File: config.mk
export PLATFORM = sky130hd
export DESIGN_NAME = sprite_palette_ctrl
export DESIGN_NICKNAME = d
export VERILOG_FILES = /design/src/rtl/sprite_palette_ctrl.sv
export SDC_FILE = /design/constraint.sdc
export NUM_CORES = 1
export LEC_CHECK = 0
export CORE_ASPECT_RATIO = 0.8
export CORE_MARGIN = 5
export CORE_UTILIZATION = 50
export CTS_CLUSTER_SIZE = 20
export DETAILED_ROUTE_END_ITERATION = 16
export GPL_ROUTABILITY_DRIVEN = 0
export PLACE_DENSITY = 0.73
export SYNTH_ARGS = -nofsm -noshare
export SYNTH_HDL_FRONTEND = slang
export SYNTH_SLANG_ARGS = --single-unit
export TNS_END_PERCENT = 10
File: constraint.sdc
create_clock -name Clk -period 1.5 [get_ports Clk]
set_input_delay 0.225 -clock Clk [delete_from_list [all_inputs] [get_ports Clk]]
set_output_delay 0.225 -clock Clk [all_outputs]
set_load 0.005 [all_outputs]
File: src/rtl/sprite_palette_ctrl.sv
// Banked sprite palette with a 2-stage lookup pipeline and a frame-timed hit-flash.
// Stage 1 captures the stored entry; stage 2 applies transparency, flash and dimming.
module sprite_palette_ctrl #(
  parameter int INDEX_W      = 4,
  parameter int COLOR_W      = 4,
  parameter int NUM_BANKS    = 2,
  localparam int BANK_W      = (NUM_BANKS > 1) ? $clog2(NUM_BANKS) : 1,
  localparam int ENTRIES     = 2 ** INDEX_W,
  localparam int RGB_W       = 3 * COLOR_W,
  parameter logic [ENTRIES*RGB_W-1:0] INIT_TABLE =
    192'h000_FFF_F00_0F0_00F_FF0_0FF_F0F_888_444_F80_8F0_08F_F6A_ABC_123,
  parameter logic [INDEX_W-1:0] TRANSP_INDEX = '0,
  parameter logic [RGB_W-1:0]   FLASH_RGB    = '1,
  parameter int FLASH_FRAMES = 8,
  parameter int FLASH_HALF   = 2
) (
  input  logic               Clk,
  input  logic               Reset_n,
  input  logic               rd_valid,
  input  logic [BANK_W-1:0]  rd_bank,
  input  logic [INDEX_W-1:0] rd_index,
  input  logic               wr_en,
  input  logic [BANK_W-1:0]  wr_bank,
  input  logic [INDEX_W-1:0] wr_index,
  input  logic [RGB_W-1:0]   wr_rgb,
  input  logic               flash_start,
  input  logic               frame_tick,
  input  logic               dim_en,
  output logic [COLOR_W-1:0] red,
  output logic [COLOR_W-1:0] green,
  output logic [COLOR_W-1:0] blue,
  output logic               transparent,
  output logic               out_valid,
  output logic               flashing
);

  localparam int REM_W = $clog2(FLASH_FRAMES + 1);
  localparam int PH_W  = (FLASH_HALF > 1) ? $clog2(FLASH_HALF + 1) : 1;

  typedef enum logic [1:0] {
    ST_IDLE = 2'd0,
    ST_ON   = 2'd1,
    ST_OFF  = 2'd2
  } flash_state_e;

  flash_state_e     state_q;
  logic [REM_W-1:0] remaining_q;
  logic [PH_W-1:0]  phase_q;

  logic [RGB_W-1:0] mem_q [NUM_BANKS][ENTRIES];

  logic             s1_valid_q;
  logic             s1_transp_q;
  logic [RGB_W-1:0] s1_rgb_q;

  logic             out_valid_q;
  logic             out_transp_q;
  logic [RGB_W-1:0] out_rgb_q;
  logic             out_transp_d;
  logic [RGB_W-1:0] out_rgb_d;

  logic [BANK_W-1:0] rd_sel;
  logic [BANK_W-1:0] wr_sel;

  // A single bank ignores the select lines entirely.
  assign rd_sel = (NUM_BANKS == 1) ? '0 : rd_bank;
  assign wr_sel = (NUM_BANKS == 1) ? '0 : wr_bank;

  // Palette storage; stage 1 reads the pre-edge contents, so a same-edge write is not seen.
  always_ff @(posedge Clk or negedge Reset_n) begin
    if (!Reset_n) begin
      for (int b = 0; b < NUM_BANKS; b++) begin
        for (int e = 0; e < ENTRIES; e++) begin
          mem_q[b][e] <= INIT_TABLE[(ENTRIES-1-e)*RGB_W +: RGB_W];
        end
      end
    end else if (wr_en) begin
      mem_q[wr_sel][wr_index] <= wr_rgb;
    end
  end

  always_ff @(posedge Clk or negedge Reset_n) begin
    if (!Reset_n) begin
      s1_valid_q  <= 1'b0;
      s1_transp_q <= 1'b0;
      s1_rgb_q    <= '0;
    end else begin
      s1_valid_q  <= rd_valid;
      s1_transp_q <= (rd_index == TRANSP_INDEX);
      s1_rgb_q    <= mem_q[rd_sel][rd_index];
    end
  end

  // Flash phase and dim_en are taken at the stage-2 edge, not at request time.
  always_comb begin
    out_rgb_d    = '0;
    out_transp_d = 1'b0;
    if (s1_valid_q) begin
      if (s1_transp_q) begin
        out_transp_d = 1'b1;
      end else if (state_q == ST_ON) begin
        out_rgb_d = FLASH_RGB;
      end else if (dim_en) begin
        for (int c = 0; c < 3; c++) begin
          out_rgb_d[c*COLOR_W +: COLOR_W] = s1_rgb_q[c*COLOR_W +: COLOR_W] >> 1;
        end
      end else begin
        out_rgb_d = s1_rgb_q;
      end
    end
  end

  always_ff @(posedge Clk or negedge Reset_n) begin
    if (!Reset_n) begin
      out_valid_q  <= 1'b0;
      out_transp_q <= 1'b0;
      out_rgb_q    <= '0;
    end else begin
      out_valid_q  <= s1_valid_q;
      out_transp_q <= out_transp_d;
      out_rgb_q    <= out_rgb_d;
    end
  end

  // flash_start outranks a coincident frame_tick and restarts an active flash.
  always_ff @(posedge Clk or negedge Reset_n) begin
    if (!Reset_n) begin
      state_q     <= ST_IDLE;
      remaining_q <= '0;
      phase_q     <= '0;
    end else if (flash_start) begin
      state_q     <= ST_ON;
      remaining_q <= REM_W'(FLASH_FRAMES);
      phase_q     <= '0;
    end else if (frame_tick && (state_q != ST_IDLE)) begin
      remaining_q <= remaining_q - 1'b1;
      if (remaining_q == REM_W'(1)) begin
        state_q <= ST_IDLE;
        phase_q <= '0;
      end else if (phase_q == PH_W'(FLASH_HALF - 1)) begin
        phase_q <= '0;
        state_q <= (state_q == ST_ON) ? ST_OFF : ST_ON;
      end else begin
        phase_q <= phase_q + 1'b1;
      end
    end
  end

  assign red         = out_rgb_q[2*COLOR_W +: COLOR_W];
  assign green       = out_rgb_q[COLOR_W +: COLOR_W];
  assign blue        = out_rgb_q[0 +: COLOR_W];
  assign transparent = out_transp_q;
  assign out_valid   = out_valid_q;
  assign flashing    = (state_q != ST_IDLE);

endmodule

==> results.ini <==
[status]
status=complete, but fails checks
violations=negative setup slack

[setup_path]
crit_chain=mux4_2, mux4_2, mux2_4
crit_family=multiplexers
arrival_ps=2220
max_stage_delay_ps=520
critPathKind=reg -> reg
crit_fanout=2
worstPathRequired_ps=1930
path_buf_inv=0
slowest_stage=mux4_2
crit_path_frequent_cell=mux4_2
critPathCaptureType=flop
crit_path_start_kind=flop

[sta]
period_needed_ps=1790
fin_ws_ps=-290.4
slew_violations=0
setup_violations=6
hold_viol=0
worst_pin_slew_ps=400.0
fin_crit_sh=1.194
setup_tns_ps=-1107
relSlewSlack=0.7334
rsz0062_at_grt=yes
skew_ps=17.17
max_freq_mhz=558.5

[power_and_ir_drop]
peakVddDrop_v=0.0008986
combinationalPowerShare=0.172
swShare=0.2461
p_int_mw=23.97
p_leak_nw=10.18
p_clk_frac=0.342
power_mw=31.79
power_density_nw_per_um2=1377
pwr-share-seq=0.486
switching_power_mw=7.822

[synthesis]
synth-seq-area-share=0.5584
synthFlopType=dfrtp_1
synth_edf_count=0
synth_most_common_cell=mux2_2
netlist_instances=1339
synth_top_area_share=0.3177
ys_seq_elements=420
synth_common_cells=387 x mux2_2, 244 x dfrtp_1, 176 x dfstp_2
syn-num-nets=1370
synth_largest_area_cell=dfrtp_1
ys_async_sr_fraction=1.000
synth-warning-count=0
synth.cell_area_sq_um=19220
synth_cell_types=34
syn_area_per_cell_sq_um=14.35
synthTopCellsByArea=dfrtp_1 32%, dfstp_2 24%, mux2_2 23%

[die]
core-area_sq_um=38120
rows=64
initial_core_util=0.5042
dieWidth_um=229.2
die_area_sq_um=42480
die_h_um=185.4
io-pin-count=44

[global_route]
grt_pass1_vias=12380
antenna_found_initial=1
track_usage=0.2198
grt_max_degree=57
grt_pass1_wl_mm=73.35
grt_overflow_total=0

[layout]
area_growth_pct=20.12
final_nets=1495
antenna_cells=0
fin_area_sq_um=23080
drive_above_1_share=0.5661
stdcell_count=1993
n_fill_cell=2862

[clocking]
numCtsBuffers=43
clock_latency_ps=550
cts-root-buf=clkbuf_16
cts_tree=done
h-tree-depth=2
cts_sinks=420
clockBufferDepth=3
path_clk_slew_ps=60

[routing]
drt.antenna.violating_nets=0
wirelength_mm=45.81
wl_per_cell_um=22.99
vias_per_cell=5.877
num_vias=11710
drt_iter0_drc=814
first_pass_iters=5
drc=0

[worst_hold_path]
worst_hold_path_type=in -> reg

[placement]
portBuffers=43
placed_area_sq_um=21510
dp_cells=1909
dp_hpwl_mm=30.91
dp_slack_ps=-592.3

[run]
maxCapViolCount=0

-- routing by layer --
metal  track usage  wire (um)  up-vias
met1        0.3221      21280     6210
met5             0          9        -
met2        0.3429      21230      283
li1              -          -     5149
met4       0.05723        942        2
met3       0.04077       2357       69
-- path summary, 6_finish.rpt --
kind,start,to,slack (ps),depth (start not counted)
max,mem_q[383],s1_rgb_q[11],-290,3
min,rd_valid,s1_valid_q,120,1
max reg2reg,mem_q[383],s1_rgb_q[11],-290,3
min reg2reg,s1_valid_q,out_valid,400,0
max in group asynchronous,Reset_n,mem_q[25],580,3
min in group asynchronous,Reset_n,mem_q[269],130,2
-- metrics by stage --
stage / utilization / hold slack (ps)
finish: 0.6056 / 123.0
global route: 0.6056 / 113.3
CTS: 0.6035 / 106.2
detailed placement: 0.5643 / 112.1
global placement: 0.5643 / 115.4
floorplan: - / -70.59
-- power by group through the flow --
stage | registers (mW) | logic [mW] | clock network [mW]
finish | 15.4 | 5.47 | 10.9
floorplan | 15.2 | 3.69 | 0
global route | 15.7 | 5.99 | 11.6
detailed placement | 15.6 | 5.43 | 0
CTS | 15.4 | 5.46 | 11.1
global placement | 15.5 | 5.22 | 0
-- layout make-up --
| cell class | count | area [sq um] | area share |
|---|---|---|---|
| Timing Repair Buffer | 192 | 2161 | 0.09360 |
| Clock buffer | 68 | 1323 | 0.05729 |
| Clock inverter | 11 | 136.4 | 0.005908 |
| Tap cell | 495 | 619.3 | 0.02683 |
| Inverter | 3 | 11.26 | 0.0004878 |
| Multi-Input combinational cell | 804 | 8104 | 0.3511 |
| Sequential cell | 420 | 10730 | 0.4648 |
-- cell usage in the layout (no fill, tap or decap), types with 6 or more instances in the layout --
cell type,count
a21oi_1,24
a22oi_1,48
a31oi_1,13
buf_12,47
buf_4,97
buf_6,6
clkbuf_1,12
clkbuf_16,45
clkbuf_8,11
clkdlybuf4s50_1,21
clkinv_2,6
dfrtp_1,244
dfstp_2,176
dlygate4sd2_1,15
mux2_2,384
mux2i_1,137
mux4_2,40
nand2_1,30
nand2b_1,13
nand3_1,37
nand4_1,8
nor2_1,16
nor2_2,9
nor2b_1,9
-- flip-flops by register name, indices dropped and copies added, names as in the netlist --
register and flops:
s1_transp_q 1, s1_valid_q 1, out_valid 1, phase_q 2
transparent 1, out_rgb_q 12, mem_q 384, s1_rgb_q 12
remaining_q 4, state_q 2
-- repair_timing --
| item | 4_1_cts | 5_1_grt |
|---|---|---|
| hold endpoints to repair | 216 | 0 |
| buffers inserted | 3 | 1 |
| hold buffers | 1 | 0 |
| pin swaps | 0 | 2 |
| endpoints found under the setup margin | 49 | 158 |
| gates resized for setup | 22 | 25 |
-- cells by family (layout without fill, tap and decap cells) --
| family | Yosys count | after routing | synth area share |
|---|---|---|---|
| fa+ha+maj | 2 | 2 | 0.001302 |
| mux | 565 | 565 | 0.3456 |
| xor+xnor | 2 | 2 | 0.0009117 |
| buf+inv | 115 | 274 | 0.02559 |
| compound gates | 89 | 89 | 0.03067 |
| simple gates | 146 | 146 | 0.03757 |
| flops | 420 | 420 | 0.5584 |
Power figures use the tool's default switching activity.
